===== config.mk =====
export PLATFORM = sky130hd
export DESIGN_NAME = fnd_source_scheduler
export DESIGN_NICKNAME = d
export VERILOG_FILES = /design/src/rtl/fnd_source_scheduler_pkg.sv /design/src/rtl/fnd_page_timer.sv /design/src/rtl/fnd_source_scheduler.sv
export SDC_FILE = /design/constraint.sdc
export NUM_CORES = 1
export LEC_CHECK = 0
export ABC_AREA = 1
export ABC_CLOCK_PERIOD_IN_PS = 2700
export CAP_MARGIN = 10
export CELL_PAD_IN_SITES_DETAIL_PLACEMENT = 1
export CELL_PAD_IN_SITES_GLOBAL_PLACEMENT = 2
export CORE_ASPECT_RATIO = 1.5
export CORE_MARGIN = 2
export CORE_UTILIZATION = 25
export CTS_CLUSTER_SIZE = 20
export DETAILED_ROUTE_END_ITERATION = 16
export GPL_TIMING_DRIVEN = 0
export PLACE_DENSITY_LB_ADDON = 0.25
export SYNTH_ARGS = -nofsm -noshare
export SYNTH_HDL_FRONTEND = slang
export SYNTH_SLANG_ARGS = --single-unit

===== constraint.sdc =====
create_clock -name clk -period 2.7 [get_ports clk]
set_clock_uncertainty 0.2 [all_clocks]
set_input_delay 0.54 -clock clk [delete_from_list [all_inputs] [get_ports clk]]
set_output_delay 0.54 -clock clk [all_outputs]
set_load 0.01 [all_outputs]

===== src/rtl/fnd_source_scheduler_pkg.sv =====
`default_nettype none
// ============================================================================
// Module   : fnd_source_scheduler_pkg
// Brief    : Shared source/page/state encodings and time-field bundle for the
//            FND source scheduler.
// Revision : 1.0 - initial release
// ============================================================================
package fnd_source_scheduler_pkg;

  localparam logic SRC_SW  = 1'b0;
  localparam logic SRC_WT  = 1'b1;
  localparam logic PAGE_MS = 1'b0;
  localparam logic PAGE_MH = 1'b1;

  typedef enum logic [0:0] {
    ST_SEL = 1'b0,
    ST_OVR = 1'b1
  } sched_state_t;

  typedef struct packed {
    logic [6:0] msec;
    logic [6:0] sec;
    logic [6:0] min;
    logic [6:0] hour;
  } time_fields_t;

endpackage : fnd_source_scheduler_pkg
`default_nettype wire


===== src/rtl/fnd_page_timer.sv =====
`default_nettype none
// ============================================================================
// Module   : fnd_page_timer
// Brief    : Tick counter with clear/enable; pulses o_wrap on the tick that
//            completes PAGE_TICKS periods.
// Revision : 1.0 - initial release
// ============================================================================
module fnd_page_timer #(
  parameter int PAGE_TICKS = 500
) (
  input  logic clk,
  input  logic reset,
  input  logic i_tick,
  input  logic i_enable,
  input  logic i_clear,
  output logic o_wrap
);

  localparam int              CW     = $clog2(PAGE_TICKS);
  localparam logic [CW-1:0]   C_LAST = CW'(PAGE_TICKS - 1);
  localparam logic [CW-1:0]   C_ONE  = CW'(1);

  logic [CW-1:0] r_cnt;

  assign o_wrap = i_enable && i_tick && (r_cnt == C_LAST);

  // Disabled counter sits at zero so re-enabling starts a full period.
  always_ff @(posedge clk or negedge reset) begin
    if (!reset) begin
      r_cnt <= '0;
    end else if (i_clear || !i_enable || o_wrap) begin
      r_cnt <= '0;
    end else if (i_tick) begin
      r_cnt <= r_cnt + C_ONE;
    end
  end

endmodule : fnd_page_timer
`default_nettype wire


===== src/rtl/fnd_source_scheduler.sv =====
`default_nettype none
// ============================================================================
// Module   : fnd_source_scheduler
// Brief    : Selects stopwatch or watch time for the FND controller, with page
//            control, auto scroll and timed UART display overrides.
// Revision : 1.0 - initial release
// ============================================================================
module fnd_source_scheduler
  import fnd_source_scheduler_pkg::*;
#(
  parameter int HOLD_TICKS = 300,
  parameter int PAGE_TICKS = 500
) (
  input  logic       clk,
  input  logic       reset,
  input  logic       i_tick,
  input  logic       i_btn_src,
  input  logic       i_btn_page,
  input  logic       i_auto_en,
  input  logic       i_req_valid,
  input  logic       i_req_src,
  output logic       o_req_ready,
  input  logic [6:0] i_sw_msec,
  input  logic [6:0] i_sw_sec,
  input  logic [6:0] i_sw_min,
  input  logic [6:0] i_sw_hour,
  input  logic       i_sw_upd,
  input  logic [6:0] i_wt_msec,
  input  logic [6:0] i_wt_sec,
  input  logic [6:0] i_wt_min,
  input  logic [6:0] i_wt_hour,
  input  logic       i_wt_upd,
  output logic [6:0] o_msec,
  output logic [6:0] o_sec,
  output logic [6:0] o_min,
  output logic [6:0] o_hour,
  output logic       o_time_mode,
  output logic       o_src,
  output logic       o_override
);

  localparam int            HW          = $clog2(HOLD_TICKS + 1);
  localparam logic [HW-1:0] C_HOLD_LOAD = HW'(HOLD_TICKS);
  localparam logic [HW-1:0] C_HOLD_ONE  = HW'(1);

  sched_state_t  r_state,     w_state_nxt;
  logic          r_base_src,  w_base_src_nxt;
  logic          r_ovr_src,   w_ovr_src_nxt;
  logic [HW-1:0] r_hold_cnt,  w_hold_cnt_nxt;
  logic          r_req_ready;
  logic          r_override;
  logic          r_src,       w_src_nxt;
  logic          r_time_mode, w_time_mode_nxt;
  time_fields_t  r_fields;

  time_fields_t  w_sw_fields, w_wt_fields, w_new_fields;
  logic          w_new_upd;
  logic          w_src_change;
  logic          w_page_wrap;

  assign w_sw_fields = '{msec: i_sw_msec, sec: i_sw_sec, min: i_sw_min, hour: i_sw_hour};
  assign w_wt_fields = '{msec: i_wt_msec, sec: i_wt_sec, min: i_wt_min, hour: i_wt_hour};

  always_comb begin
    w_state_nxt    = r_state;
    w_ovr_src_nxt  = r_ovr_src;
    w_hold_cnt_nxt = r_hold_cnt;
    w_base_src_nxt = r_base_src ^ i_btn_src;
    case (r_state)
      ST_SEL: begin
        if (i_req_valid && r_req_ready) begin
          w_state_nxt    = ST_OVR;
          w_ovr_src_nxt  = i_req_src;
          w_hold_cnt_nxt = C_HOLD_LOAD;
        end
      end
      ST_OVR: begin
        if (i_tick) begin
          w_hold_cnt_nxt = r_hold_cnt - C_HOLD_ONE;
          if (r_hold_cnt == C_HOLD_ONE) begin
            w_state_nxt = ST_SEL;
          end
        end
      end
      default: w_state_nxt = ST_SEL;
    endcase

    // A base-source press during an override only shows once the override ends.
    w_src_nxt    = (w_state_nxt == ST_OVR) ? w_ovr_src_nxt : w_base_src_nxt;
    w_src_change = (w_src_nxt != r_src);
    w_new_fields = (w_src_nxt == SRC_WT) ? w_wt_fields : w_sw_fields;
    w_new_upd    = (w_src_nxt == SRC_WT) ? i_wt_upd : i_sw_upd;

    if (w_src_change) begin
      w_time_mode_nxt = PAGE_MS;
    end else begin
      w_time_mode_nxt = r_time_mode ^ (i_btn_page | w_page_wrap);
    end
  end

  fnd_page_timer #(
    .PAGE_TICKS (PAGE_TICKS)
  ) u_page_timer (
    .clk      (clk),
    .reset    (reset),
    .i_tick   (i_tick),
    .i_enable (i_auto_en),
    .i_clear  (w_src_change | i_btn_page),
    .o_wrap   (w_page_wrap)
  );

  always_ff @(posedge clk or negedge reset) begin
    if (!reset) begin
      r_state     <= ST_SEL;
      r_base_src  <= SRC_SW;
      r_ovr_src   <= SRC_SW;
      r_hold_cnt  <= '0;
      r_req_ready <= 1'b0;
      r_override  <= 1'b0;
      r_src       <= SRC_SW;
      r_time_mode <= PAGE_MS;
      r_fields    <= '0;
    end else begin
      r_state     <= w_state_nxt;
      r_base_src  <= w_base_src_nxt;
      r_ovr_src   <= w_ovr_src_nxt;
      r_hold_cnt  <= w_hold_cnt_nxt;
      r_req_ready <= (w_state_nxt == ST_SEL);
      r_override  <= (w_state_nxt == ST_OVR);
      r_src       <= w_src_nxt;
      r_time_mode <= w_time_mode_nxt;
      // All four fields load together so the display never mixes two samples.
      if (w_src_change || w_new_upd) begin
        r_fields <= w_new_fields;
      end
    end
  end

  assign o_req_ready = r_req_ready;
  assign o_override  = r_override;
  assign o_src       = r_src;
  assign o_time_mode = r_time_mode;
  assign o_msec      = r_fields.msec;
  assign o_sec       = r_fields.sec;
  assign o_min       = r_fields.min;
  assign o_hour      = r_fields.hour;

endmodule : fnd_source_scheduler
`default_nettype wire


[Word-level counts from Yosys, hierarchy flattened]
Cells that the tools add are included.
Storage, ports and cells
  register bits after elaboration: 52
  input bits: 66
  output and inout port bits: 32
  word-level logic and storage cells: 49
Operators by class
  $add $sub $neg: 2
  equality and inequality tests: 5
  mux-type cells: 15
  bitwise gates (word level): 6
  reduce and logical (&&, ||, !) cells: 9
Operator list (count)
  $mux W9: 4
  $mux W28: 1
  $pmux W9 S2: 1
  $add A9 B1 Y9 const B: 1
  $eq A9 B1 Y1 const B: 1
  $eq A9 B9 Y1 const B: 1
  $sub A9 B1 Y9 const B: 1
  $mux W1: 8
  $ne A2 B2 Y1 const B: 2
  $logic_and A1 B1 Y1: 3
  $logic_or A1 B1 Y1: 3
  $not A1 Y1: 2
  $or A1 B1 Y1: 2
  $pmux W1 S2: 1
  $reduce_and A2 Y1: 1
  $reduce_bool A2 Y1: 1
  $xor A1 B1 Y1: 2
  $logic_not A1 Y1: 1
  $ne A1 B1 Y1: 1

[Longest topological paths before layout]
Gate-level depths: netlist (run 1).
  depth after elaboration: 10
  depth in mapped cells: 15
  mapped depth without buffers: 13

[By module]
Synthesis (run 1) repeated with hierarchy kept, for this count alone.
Second synthesis, totals
  cell total of the unflattened synthesis: 383
  area, all modules: 3148.0 um^2
By module, submodules not included
  fnd_source_scheduler: instances 1, cells an instance 309, area each 2591.2 um^2, seq. area each 1076.0 um^2
  fnd_page_timer: instances 1, cells an instance 74, area each 556.8 um^2, seq. area each 225.2 um^2

[Least setup slack after synthesis (run 1)]
OpenSTA, ideal clock, no wires.
  path type: reg2reg
  start point: register r_hold_cnt[1]
  end point: register r_fields, in the netlist o_hour[6]
  setup time: 116 ps
  data arrival time: 1546 ps
  slack: 837 ps
  cell stages (with the launch flop): 14
  path buffers: 2
  period minus slack after synthesis: 1863 ps
  cell sequence: dfrtp_1 > inv_1 > ha_1 > inv_1 > nor2_1 > nand2_2 > o21bai_4 > nand2_2 > nand3_2 > nand2_2 > buf_6 > buf_8 > nand3_2 > nand2_1
Between the ends
  cells in the longest elaborated chain, start to end: 7
  elaborated cells between the ends (all ways): 9
  classes of those cells: eq/ne: 2; mux: 6; reduce/logical: 1
RTL lines
  start, declared: line fnd_source_scheduler.sv:49  | logic [HW-1:0] r_hold_cnt, w_hold_cnt_nxt;
  start signal, assigned: line fnd_source_scheduler.sv:127  | r_hold_cnt <= w_hold_cnt_nxt;
  $eq A9 B1 Y1 (*): line fnd_source_scheduler.sv:80  | if (r_hold_cnt == C_HOLD_ONE) begin
  $mux W1 (*): line fnd_source_scheduler.sv:80
  $mux W1 (*): line fnd_source_scheduler.sv:78  | if (i_tick) begin
  $pmux W1 S2 (*): line fnd_source_scheduler.sv:69  | case (r_state)
  $mux W1 (*): line fnd_source_scheduler.sv:89  | w_src_nxt = (w_state_nxt == ST_OVR) ? w_ovr_src_nxt : w_base_src_nxt;
  $ne A1 B1 Y1 / $mux W1 (equally long branches): line fnd_source_scheduler.sv:90, fnd_source_scheduler.sv:92
  $logic_or A1 B1 Y1: line fnd_source_scheduler.sv:133  | if (w_src_change || w_new_upd) begin
  end signal, assigned: line fnd_source_scheduler.sv:134  | r_fields <= w_new_fields;
  end, declared: line fnd_source_scheduler.sv:54  | time_fields_t r_fields;
Mark *: on every way between the ends. The rest lies on a longest branch, timed or not.
A chain may end at the register's enable or synchronous reset.

[Final worst setup path (run 1)]
  start point: input port i_tick
  end point: register r_fields, in the netlist o_hour[6]
Between the ends
  cells in the longest elaborated chain, start to end: 5
  elaborated cells between the ends (all ways): 7
  classes of those cells: eq/ne: 1; mux: 5; reduce/logical: 1
RTL lines
  start, declared: line fnd_source_scheduler.sv:16  | input logic i_tick,
  $mux W1 (*): line fnd_source_scheduler.sv:78
  $pmux W1 S2 (*): line fnd_source_scheduler.sv:69
  $mux W1 (*): line fnd_source_scheduler.sv:89
  $ne A1 B1 Y1 / $mux W1 (equally long branches): line fnd_source_scheduler.sv:90, fnd_source_scheduler.sv:92
  $logic_or A1 B1 Y1: line fnd_source_scheduler.sv:133
Marked as above.

==> key figures, run 1 <==
Drt
  – DR WL met2: 4.70 mm
  – Routed length per placed instance: 13.7 um
  – Drt pass-1 iters: 4
  – DRT iter0 DRCs: 61
  – Routed met1 length: 3.23 mm
  – Post-route ant nets: 0
  – Uppermost layer routed: met4
  – Avg Vias per Cell: 4.34
  – Vias after detailed routing: 2,671
  – Met3 WL: 438 um
  – Total Routed Length: 8.44 mm
  – Remaining DRCs: 0

Timing
  – Peak Freq: 427 MHz
  – Final Hold Vio Count: 0
  – Setup violations, final: 0
  – RSZ-0062 raised after global routing: no
  – Clock period minus worst slack: 2.34 ns
  – Setup TNS: 0 ns
  – Actual slew at the worst max-slew pin: 0.625 ns
  – Relative slew slack: 58.4%
  – Final slew viol count: 0
  – Final worst-path cycle share: 86.7%

Logic synthesis
  – Synth unique cells: 30
  – Syn Nets: 429
  – Synth Register Bits: 52
  – Avg Cell Area, Syn: 8.00 sq um
  – Synth Cell Area: 0.00288 sq mm
  – Seq/Total Area, Yosys: 45.2%
  – Synthesized instance count: 360
  – Yosys warning total: 0

Place
  – Hpwl dp: 6.68 mm
  – Placed cell area: 0.00406 sq mm
  – Port Buffers: 97
  – GPL Wtd Cong: 0.753

Layout
  – Cell area after layout: 0.00422 sq mm
  – Area grow syn2layout: 46.4%
  – Commonest cells after routing, fill and taps aside: 148 x nand2_1, 96 x clkdlybuf4s50_1, 52 x dfrtp_1, 26 x nand3_1, 23 x inv_1
  – Share of cells above drive strength 1: 13.1%
  – Number of inserted diodes: 0
  – NumNets Final: 534
  – Filler instances: 1,356
  – Commonest non-fill, non-tap cell in the layout: nand2_1

Worst setup path
  – Critical path class: primary input to register
  – R2R Path End: o_min[5]
  – Type of origin of the critical path: primary input
  – Critical Path AT: 2.37 ns
  – RR Startpoint: r_hold_cnt[1]
  – Worst endpoint required time: 2.73 ns
  – Worst Setup EP: o_hour[6]
  – Crit. Startpoint: i_tick
  – Crit Path Max Fanout: 10
  – Reg2reg path depth: 13
  – Worst Setup End Kind: register
  – R2R Setup Slk: 0.62 ns

Power
  – Pwr/cell area: 1000 mW/mm^2
  – Sw Ratio: 39.5%
  – Static Leak: 2.02 nW
  – Clock group share of total power: 17.0%
  – Psw: 0.00167 W
  – Power Internal: 0.00256 W
  – Comb power frac: 51.9%
  – Part of the power in registers: 31.1%
  – Worst-case vdd ir drop: 0.367 mV

Clocking
  – Post_cts resized: 0
  – # clock sinks: 52
  – Post-CTS Setup Repair Bufs: 0
  – Total CTS buffers: 5
  – Number of H-tree levels: 2
  – Root Buffer: clkbuf_16
  – Clk slew on worst S/H paths: 0.07 ns
  – Hold_buf cts: 0
  – Clock Path Buffers: 2
  – Worst skew pair latency: 0.29 ns
  – CTS tree: built

Outcome
  – Outcome: completed

GRT
  – Vias in the first global route: 3,036
  – GRT Total Usage: 14.6%
  – Initial antenna violation count: 0
  – Largest net degree at the start of global routing: 29
  – First-pass GRT wire length: 14.4 mm
  – GRT Residual Overflow: 0

Hold path
  – Hold crit path type: primary input to asynchronous set/reset pin

Die
  – Row Count: 48
  – Die W: 91.7 um
  – Initial Util: 25.4%
  – Full die area: 0.0124 sq mm
  – Die Y: 135 um
  – Core Box Area: 0.0114 sq mm
  – Boundary pin count: 98

Run
  – Max Cap Viol: 0
logic make-up (layout without fill, tap and decap cells):
logic type | count (synthesis) | after routing | share of synthesized area [%]
buffers and inverters | 38 | 144 | 7.82
and+or+nand+nor | 242 | 242 | 39.3
adders and majority gates | 3 | 3 | 1.30
AOI/OAI and AO/OA | 14 | 14 | 3.04
xor gates and xnor gates | 9 | 9 | 2.74
DFF | 52 | 52 | 45.2
muxes | 2 | 2 | 0.695
cells in the mapped netlist (all sizes together):
cell type,count,share of area (%)
a21oi,3,0.52
and3,1,0.22
buf,14,4.6
clkinv,1,0.17
dfrtp,52,45
ha,3,1.3
inv,23,3.0
mux2i,2,0.69
nand2,167,24
nand3,40,9.6
nand3b,2,0.52
nand4,4,0.87
nor2,22,3.0
nor3,4,0.69
o21ai,8,1.4
o21bai,2,0.91
o22ai,1,0.22
or2,2,0.43
xnor2,4,1.2
xor2,5,1.5
power by group through the flow:
stage / registers, W / clock network, W / logic (W)
2_1_floorplan: 0.00141 / 0 / 0.00119
3_3_place_gp: 0.00133 / 0 / 0.00220
3_5_place_dp: 0.00134 / 0 / 0.00224
4_1_cts: 0.00132 / 0.000750 / 0.00225
5_1_grt: 0.00136 / 0.000779 / 0.00247
6_report: 0.00131 / 0.000720 / 0.00219
metal layers:
metal / GRT usage [%] / up-vias
met5: 0 / -
met3: 3.67 / 2
li1: - / 1334
met4: 3.79 / 0
met1: 15.1 / 1280
met2: 28.6 / 55
worst max-delay path, stage by stage:
cell	delay (ns)
clkdlybuf4s50_1	0.53
nand2_2	0.17
clkinv_2	0.10
nand2_2	0.11
inv_1	0.05
nand2_1	0.12
nand3_2	0.11
nand2_4	0.10
buf_6	0.16
buf_12	0.15
nand2_2	0.05
nand2_1	0.07
nand2_1	0.06
nand2_1	0.05
worst min-delay path by stage:
stage                         end  slack (ns)  cells past startpoint
global placement    r_hold_cnt[7]        0.26                      1
floorplan               o_hour[0]        0.04                      0
detailed placement  r_hold_cnt[7]        0.28                      1
CTS                 r_hold_cnt[8]        0.09                      1
finish              r_hold_cnt[8]        0.06                      1
global route        r_hold_cnt[8]        0.11                      1
flip-flops by register name (all words and copies together) (netlist names):
name,cells
o_msec,7
r_hold_cnt,9
u_page_timer.r_cnt,9
o_sec,7
o_req_ready,1
o_min,7
r_base_src,1
o_src,1
r_ovr_src,1
o_hour,7
o_time_mode,1
o_override,1
cell type report:
class                           count  area [sq um]  area share (%)
Clock buffer                        6           129            3.05
Multi-Input combinational cell    270          1360            32.1
Timing Repair Buffer               98           986            23.4
Inverter                           24          91.3            2.16
Tap cell                          150           188            4.45
Clock inverter                      2          35.0           0.830
Buffer                             14           134            3.17
Sequential cell                    52          1300            30.8
stage by stage:
step / hold slack, ns / cells / utilization (%) / total power (W) / worst slack (ns)
final: 0.0626 / 616 / 37.2 / 0.00422 / 0.359
after global routing: 0.114 / 616 / 37.2 / 0.00461 / 0.170
after CTS: 0.0871 / 616 / 37.2 / 0.00433 / 0.317
after detailed placement: 0.280 / 608 / 35.7 / 0.00358 / 0.00823
after global placement: 0.264 / 607 / 35.6 / 0.00352 / -0.916
after floorplan: 0.0444 / 360 / - / 0.00259 / 0.837
(Power assumes the default switching activity.)
==> run 2: changes to the inputs <==
--- a/config.mk
+++ b/config.mk
@@ -12,11 +12,13 @@
 export CELL_PAD_IN_SITES_GLOBAL_PLACEMENT = 2
 export CORE_ASPECT_RATIO = 1.5
 export CORE_MARGIN = 2
-export CORE_UTILIZATION = 25
+export CORE_UTILIZATION = 27
 export CTS_CLUSTER_SIZE = 20
 export DETAILED_ROUTE_END_ITERATION = 16
 export GPL_TIMING_DRIVEN = 0
 export PLACE_DENSITY_LB_ADDON = 0.25
+export REMOVE_ABC_BUFFERS = 1
 export SYNTH_ARGS = -nofsm -noshare
 export SYNTH_HDL_FRONTEND = slang
+export SYNTH_HIERARCHICAL = 1
 export SYNTH_SLANG_ARGS = --single-unit
==> run 2 against run 1 <==
Against the previous run:
- non-clock buffer count shrank 3
- clock-buffer cell count is 2 higher
- synthesized cell count grew 6.4%
- critical path depth fell by 5
- register-to-register slack lost 0.35 ns
- final area rose by 6.9%
- first-iteration DRC count grew 120%
- via count increased by 12%
- total power fell by 0.27%
- critical endpoint is now o_hour[1]
- highest routed layer unchanged
==> key figures, run 2 <==
Drt
  – Routed met1 length: 4.40 mm
  – Remaining DRCs: 0
  – Post-route ant nets: 0
  – Vias after detailed routing: 2,997
  – Met3 WL: 674 um
  – Uppermost layer routed: met4
  – DRT iter0 DRCs: 133
  – Routed length per placed instance: 16.8 um
  – Avg Vias per Cell: 4.73
  – DR WL met2: 5.43 mm
  – Drt pass-1 iters: 4
  – Total Routed Length: 10.7 mm

Clocking
  – Total CTS buffers: 5
  – Number of H-tree levels: 2
  – Worst skew pair latency: 0.29 ns
  – Clock Path Buffers: 2
  – # clock sinks: 52
  – Root Buffer: clkbuf_16
  – CTS tree: built
  – Clk slew on worst S/H paths: 0.07 ns

Worst setup path
  – Critical Path AT: 2.51 ns
  – RR Startpoint: r_hold_cnt[1]
  – Critical path class: primary input to register
  – Worst-path cell chain: clkdlybuf4s50_1 -> nand3_1 -> nand2_1 -> nand2_1 -> nand3_4 -> nand4_4 -> buf_12 -> nand3_1 -> nand2_1
  – Crit-path slowest cell: clkdlybuf4s50_1
  – R2R Setup Slk: 0.27 ns
  – Worst endpoint required time: 2.68 ns
  – Crit Path Max Fanout: 15
  – Worst Setup End Kind: register
  – Crit. Startpoint: i_req_valid
  – Type of origin of the critical path: primary input
  – Most used cell, CP: nand2_1
  – Max incr delay on CP: 0.49 ns

Logic synthesis
  – Synth Cell Area: 0.00315 sq mm
  – Multiplexer share of the synthesized area: 0.318%
  – Largest family of logic cells by synthesized area: simple AND/OR/NAND/NOR gates
  – Synth Area in Adders: 1.19%
  – Post-synth top area cell: dfrtp_1
  – Ys flop type: dfrtp_1
  – Area fraction in compound gates after synthesis: 2.15%
  – Top cells by area, synth: dfrtp_1 41%, nand2_1 14%, nand3_1 12%
  – Count leader, synth: nand2_1
  – Post-synthesis xor/xnor area fraction: 1.91%
  – Synth unique cells: 31
  – Avg Cell Area, Syn: 8.22 sq um
  – Seq/Total Area, Yosys: 41.3%
  – Synth top cells by count: 119 x nand2_1, 74 x nand3_1, 52 x dfrtp_1, 25 x inv_1, 21 x nand3_2
  – Synth Area in Simple Gates: 43.6%
  – Yosys warning total: 6
  – Yosys top cell area share: 41.3%
  – Synthesized instance count: 383
  – EDFF count, synth: 0
  – Async SR Flop Fraction: 100%
  – Synth Register Bits: 52

Power
  – Static Leak: 2.08 nW
  – Worst-case vdd ir drop: 0.317 mV
  – Sw Ratio: 41.3%
  – Psw: 0.00174 W
  – Overall power: 0.00421 W
  – Comb power frac: 53.5%
  – Part of the power in registers: 31.1%
  – Pwr/cell area: 934 mW/mm^2
  – Clock group share of total power: 15.4%
  – Power Internal: 0.00247 W

GRT
  – GRT Residual Overflow: 0
  – Largest net degree at the start of global routing: 38
  – Initial antenna violation count: 0
  – GRT Total Usage: 17.4%
  – First-pass GRT wire length: 17.0 mm
  – Vias in the first global route: 3,185

Die
  – Initial Util: 27.4%
  – Core Box Area: 0.0115 sq mm
  – Boundary pin count: 98
  – Row Count: 48
  – Full die area: 0.0126 sq mm
  – Die Y: 136 um
  – Die W: 92.2 um

Place
  – Port Buffers: 97
  – Hpwl dp: 6.56 mm
  – # placed instances: 610
  – Placed cell area: 0.00412 sq mm
  – GPL Wtd Cong: 0.723
  – Pre-CTS setup slack: -1.48 ns

Timing
  – Final worst-path cycle share: 93.9%
  – Relative slew slack: 66.9%
  – Final Hold Vio Count: 0
  – Final hold slack: 0.272 ns
  – Actual slew at the worst max-slew pin: 0.496 ns
  – Clock period minus worst slack: 2.53 ns
  – Setup violations, final: 0
  – Peak Freq: 395 MHz
  – RSZ-0062 raised after global routing: yes
  – Final slew viol count: 0
  – Setup ws final: 0.166 ns

Layout
  – Largest regs: r_hold_cnt: 9 flops, u_page_timer/r_cnt: 9 flops
  – Number of inserted diodes: 0
  – Commonest cells after routing, fill and taps aside: 117 x nand2_1, 95 x clkdlybuf4s50_1, 74 x nand3_1, 52 x dfrtp_1, 25 x inv_1
  – Filler instances: 1,376
  – Area grow syn2layout: 43.2%
  – NumNets Final: 552
  – Cell area after layout: 0.00451 sq mm
  – Commonest non-fill, non-tap cell in the layout: nand2_1
  – Final Non-Filler Cells: 634
  – Share of cells above drive strength 1: 14.7%

Run
  – Max Cap Viol: 0

Hold path
  – Hold crit path type: register to register
  – Hold Crit Start: o_sec[1]

Outcome
  – Outcome: completed
==> run 2: cell types whose count changed in the layout (fill, tap and decap cells not counted), sizes merged, moves of 3 or more <==
cell / before / now
buf: 16 / 13
nand4: 4 / 8
nor2: 22 / 26
nand2: 167 / 129
inv: 23 / 26
nand3: 40 / 98
==> run 2: cells by family after synthesis <==
group / Yosys count
AND/OR/NAND/NOR: 261
flip-flops: 52
buffers and inverters: 47
adder cells (fa/ha/maj): 3
XOR/XNOR: 6
multiplexers: 1
AO/OA/AOI/OAI: 13
==> run 2: worst paths after layout <==
check                      cells after the start                    end
min in group asynchronous                      2               o_sec[0]
min reg2reg                                    2               o_sec[1]
max reg2reg                                   14  u_page_timer/r_cnt[5]
min                                            2               o_sec[1]
max in group asynchronous                      3              o_hour[4]
max                                            9              o_hour[1]
==> run 2: layout make-up <==
class	instances	area, sq um	share of cell area (%)
multi-input cells	289	1680	37.4
clock buffers	8	146	3.25
well taps	150	188	4.16
inverters	26	97.6	2.16
repair buffers	109	1090	24.2
flip-flops and latches	52	1300	28.9
==> run 2: power by group through the flow <==
stage          clock [W]  combinational (W)  sequential, W
6_report        0.000650            0.00225        0.00131
5_1_grt         0.000716            0.00250        0.00135
4_1_cts         0.000681            0.00223        0.00131
3_5_place_dp           0            0.00203        0.00131
3_3_place_gp           0            0.00199        0.00130
2_1_floorplan          0            0.00101        0.00139
==> run 2: through the flow <==
stage	util [%]	TNS [ns]
floorplan	-	0
global placement	35.8	-95.05
detailed placement	35.9	-47.74
CTS	38.9	0
global route	39.3	-0.0123
finish	39.3	0
==> run 2: timing repair <==
action / in CTS / in global routing
buffers inserted: 9 / 1
setup endpoints to repair: 38 / 37
cloned: 4 / 1
pin swaps: 3 / 3
resized for setup: 8 / 9
hold endpoints to repair: 15 / 0
hold buffers: 1 / 0
==> run 2: layer usage <==
layer	global-route usage (%)	vias to the layer above
met3	4.71	10
li1	-	1453
met1	20.8	1453
met4	3.81	0
met5	0	-
met2	31.2	81
==> run 2: worst max-delay path, delay by kind of cell <==
family / cells / cell delay [ns]
buffers and inverters: 2 / 0.71
AND/OR/NAND/NOR: 7 / 1.24
==> run 3: changes to the inputs <==
--- a/config.mk
+++ b/config.mk
@@ -13,6 +13,7 @@
 export CORE_ASPECT_RATIO = 1.5
 export CORE_MARGIN = 2
 export CORE_UTILIZATION = 27
+export CTS_BUF_LIST = sky130_fd_sc_hd__clkbuf_16
 export CTS_CLUSTER_SIZE = 20
 export DETAILED_ROUTE_END_ITERATION = 16
 export GPL_TIMING_DRIVEN = 0
==> run 3 against run 2 <==
Against the previous run:
- worst setup slack worse by 0.019 ns
- utilization decreased by 0.087 points
- register-to-register slack barely moved
- clock power shrank 5.7%
- first-iteration DRC count is 20% lower
- routed wire length is 0.10% lower
- cell count unchanged
- highest routed layer unchanged
==> key figures, run 3 (synthesized netlist as in run 2, its figures left out) <==
Outcome
  – Outcome: completed

GRT
  – First-pass GRT wire length: 17.0 mm
  – Initial antenna violation count: 0
  – Vias in the first global route: 3,176
  – Largest net degree at the start of global routing: 38
  – GRT Residual Overflow: 0
  – GRT Total Usage: 17.4%

Timing
  – RSZ-0062 raised after global routing: yes
  – Final Hold Vio Count: 0
  – Relative slew slack: 66.2%
  – Setup violations, final: 0
  – Peak Freq: 392 MHz
  – Final hold slack: 0.271 ns
  – Actual slew at the worst max-slew pin: 0.507 ns
  – Clock period minus worst slack: 2.55 ns
  – Final slew viol count: 0
  – Final worst-path cycle share: 94.6%

Place
  – GPL Wtd Cong: 0.723
  – Hpwl dp: 6.56 mm
  – Placed cell area: 0.00412 sq mm
  – Port Buffers: 97
  – # placed instances: 610

Drt
  – Total Routed Length: 10.6 mm
  – Vias after detailed routing: 3,031
  – Avg Vias per Cell: 4.78
  – DRT iter0 DRCs: 107
  – Post-route ant nets: 0
  – Routed length per placed instance: 16.8 um
  – Drt pass-1 iters: 4
  – Remaining DRCs: 0

Worst setup path
  – Max incr delay on CP: 0.49 ns
  – Crit-path slowest cell: clkdlybuf4s50_1
  – Worst endpoint required time: 2.68 ns
  – Worst Setup End Kind: register
  – Type of origin of the critical path: primary input
  – Most used cell, CP: nand2_1
  – Critical path class: primary input to register
  – Critical Path AT: 2.53 ns
  – Worst-path cell chain: clkdlybuf4s50_1 -> nand2_1 -> nor2_4 -> nand2_1 -> nand2_1 -> nand3_4 -> nand4_4 -> nand2_8 -> nand2_1 -> nand2_1
  – Crit Path Max Fanout: 28

Layout
  – Commonest non-fill, non-tap cell in the layout: nand2_1
  – Cell area after layout: 0.00450 sq mm
  – Commonest cells after routing, fill and taps aside: 117 x nand2_1, 95 x clkdlybuf4s50_1, 74 x nand3_1, 52 x dfrtp_1, 27 x inv_1
  – Filler instances: 1,375
  – Final Non-Filler Cells: 634
  – Number of inserted diodes: 0
  – Share of cells above drive strength 1: 14.5%
  – Area grow syn2layout: 42.9%
  – NumNets Final: 552
  – Largest regs: r_hold_cnt: 9 flops, u_page_timer/r_cnt: 9 flops

Clocking
  – Number of H-tree levels: 2
  – Clock Path Buffers: 2
  – # clock sinks: 52
  – Total CTS buffers: 5
  – Root Buffer: clkbuf_16
  – Clk slew on worst S/H paths: 0.06 ns
  – CTS tree: built
  – Worst skew pair latency: 0.29 ns

Die
  – Row Count: 48
  – Initial Util: 27.4%
  – Core Box Area: 0.0115 sq mm
  – Die Y: 136 um
  – Die W: 92.2 um
  – Boundary pin count: 98
  – Full die area: 0.0126 sq mm

Run
  – Max Cap Viol: 0

Power
  – Worst-case vdd ir drop: 0.318 mV
  – Pwr/cell area: 928 mW/mm^2
  – Static Leak: 2.08 nW

Hold path
  – Hold crit path type: register to register
## run 3: cell types whose count changed in the layout (fill, tap and decap cells not counted)
cell,change
inv_1,+2
clkinv_1,+1
clkbuf_1,-2
clkbuf_8,-1
## run 3: path summary, 6_finish.rpt
kind	from	to	depth (start not counted)	slack, ns
worst max-delay path	i_req_valid	o_hour[1]	10	0.15
worst min-delay path	o_msec[2]	o_msec[2]	2	0.27
worst max register to register	r_hold_cnt[1]	u_page_timer/r_cnt[5]	14	0.27
worst min register to register	o_msec[2]	o_msec[2]	2	0.27
max in group asynchronous	reset	o_msec[0]	3	1.23
min in group asynchronous	reset	o_sec[0]	2	0.52
## run 3: critical path, delay by kind of cell
kind | cells | cell delay [ns]
simple gates | 9 | 1.48
buf+inv | 1 | 0.49
## run 3: report_power, final
group          internal (W)  switching (W)  total, W
clock              0.000334       0.000279  0.000613
sequential          0.00110       0.000212   0.00131
combinational       0.00100        0.00125   0.00226
total               0.00243        0.00174   0.00418
## run 3: final cells by class
type / instances / area, sq um / area share [%]
clock buffers: 5 / 125 / 2.78
clock inverters: 3 / 11.3 / 0.250
inverters: 26 / 97.6 / 2.17
multi-input cells: 289 / 1680 / 37.4
flip-flops and latches: 52 / 1300 / 28.9
well taps: 150 / 188 / 4.17
repair buffers: 109 / 1090 / 24.3
## run 3: per-stage QoR
stage          utilization, %  TNS, ns  setup WS [ns]  power (W)
2_1_floorplan               -        0          0.261    0.00240
3_3_place_gp             35.8   -95.05          -1.47    0.00329
3_5_place_dp             35.9   -47.74          -1.48    0.00334
4_1_cts                  38.8        0        0.00238    0.00418
5_1_grt                  39.2  -0.0120        -0.0120    0.00452
6_report                 39.2        0          0.147    0.00418
## run 3: layer usage
metal | routed length [um] | GRT usage (%) | vias to the layer above
li1 | - | - | 1452
met1 | 4420 | 20.7 | 1480
met2 | 5470 | 31.3 | 88
met3 | 610 | 4.71 | 11
met4 | 146 | 3.81 | 0
met5 | 0 | 0 | -
## run 3: timing repair
item | CTS | global route
gates cloned | 4 | 1
buffers inserted | 9 | 1
endpoints found under the hold margin | 15 | 0
pin swaps | 3 | 3
resized for setup | 8 | 9
endpoints found under the setup margin | 38 | 37
hold buffers | 1 | 0
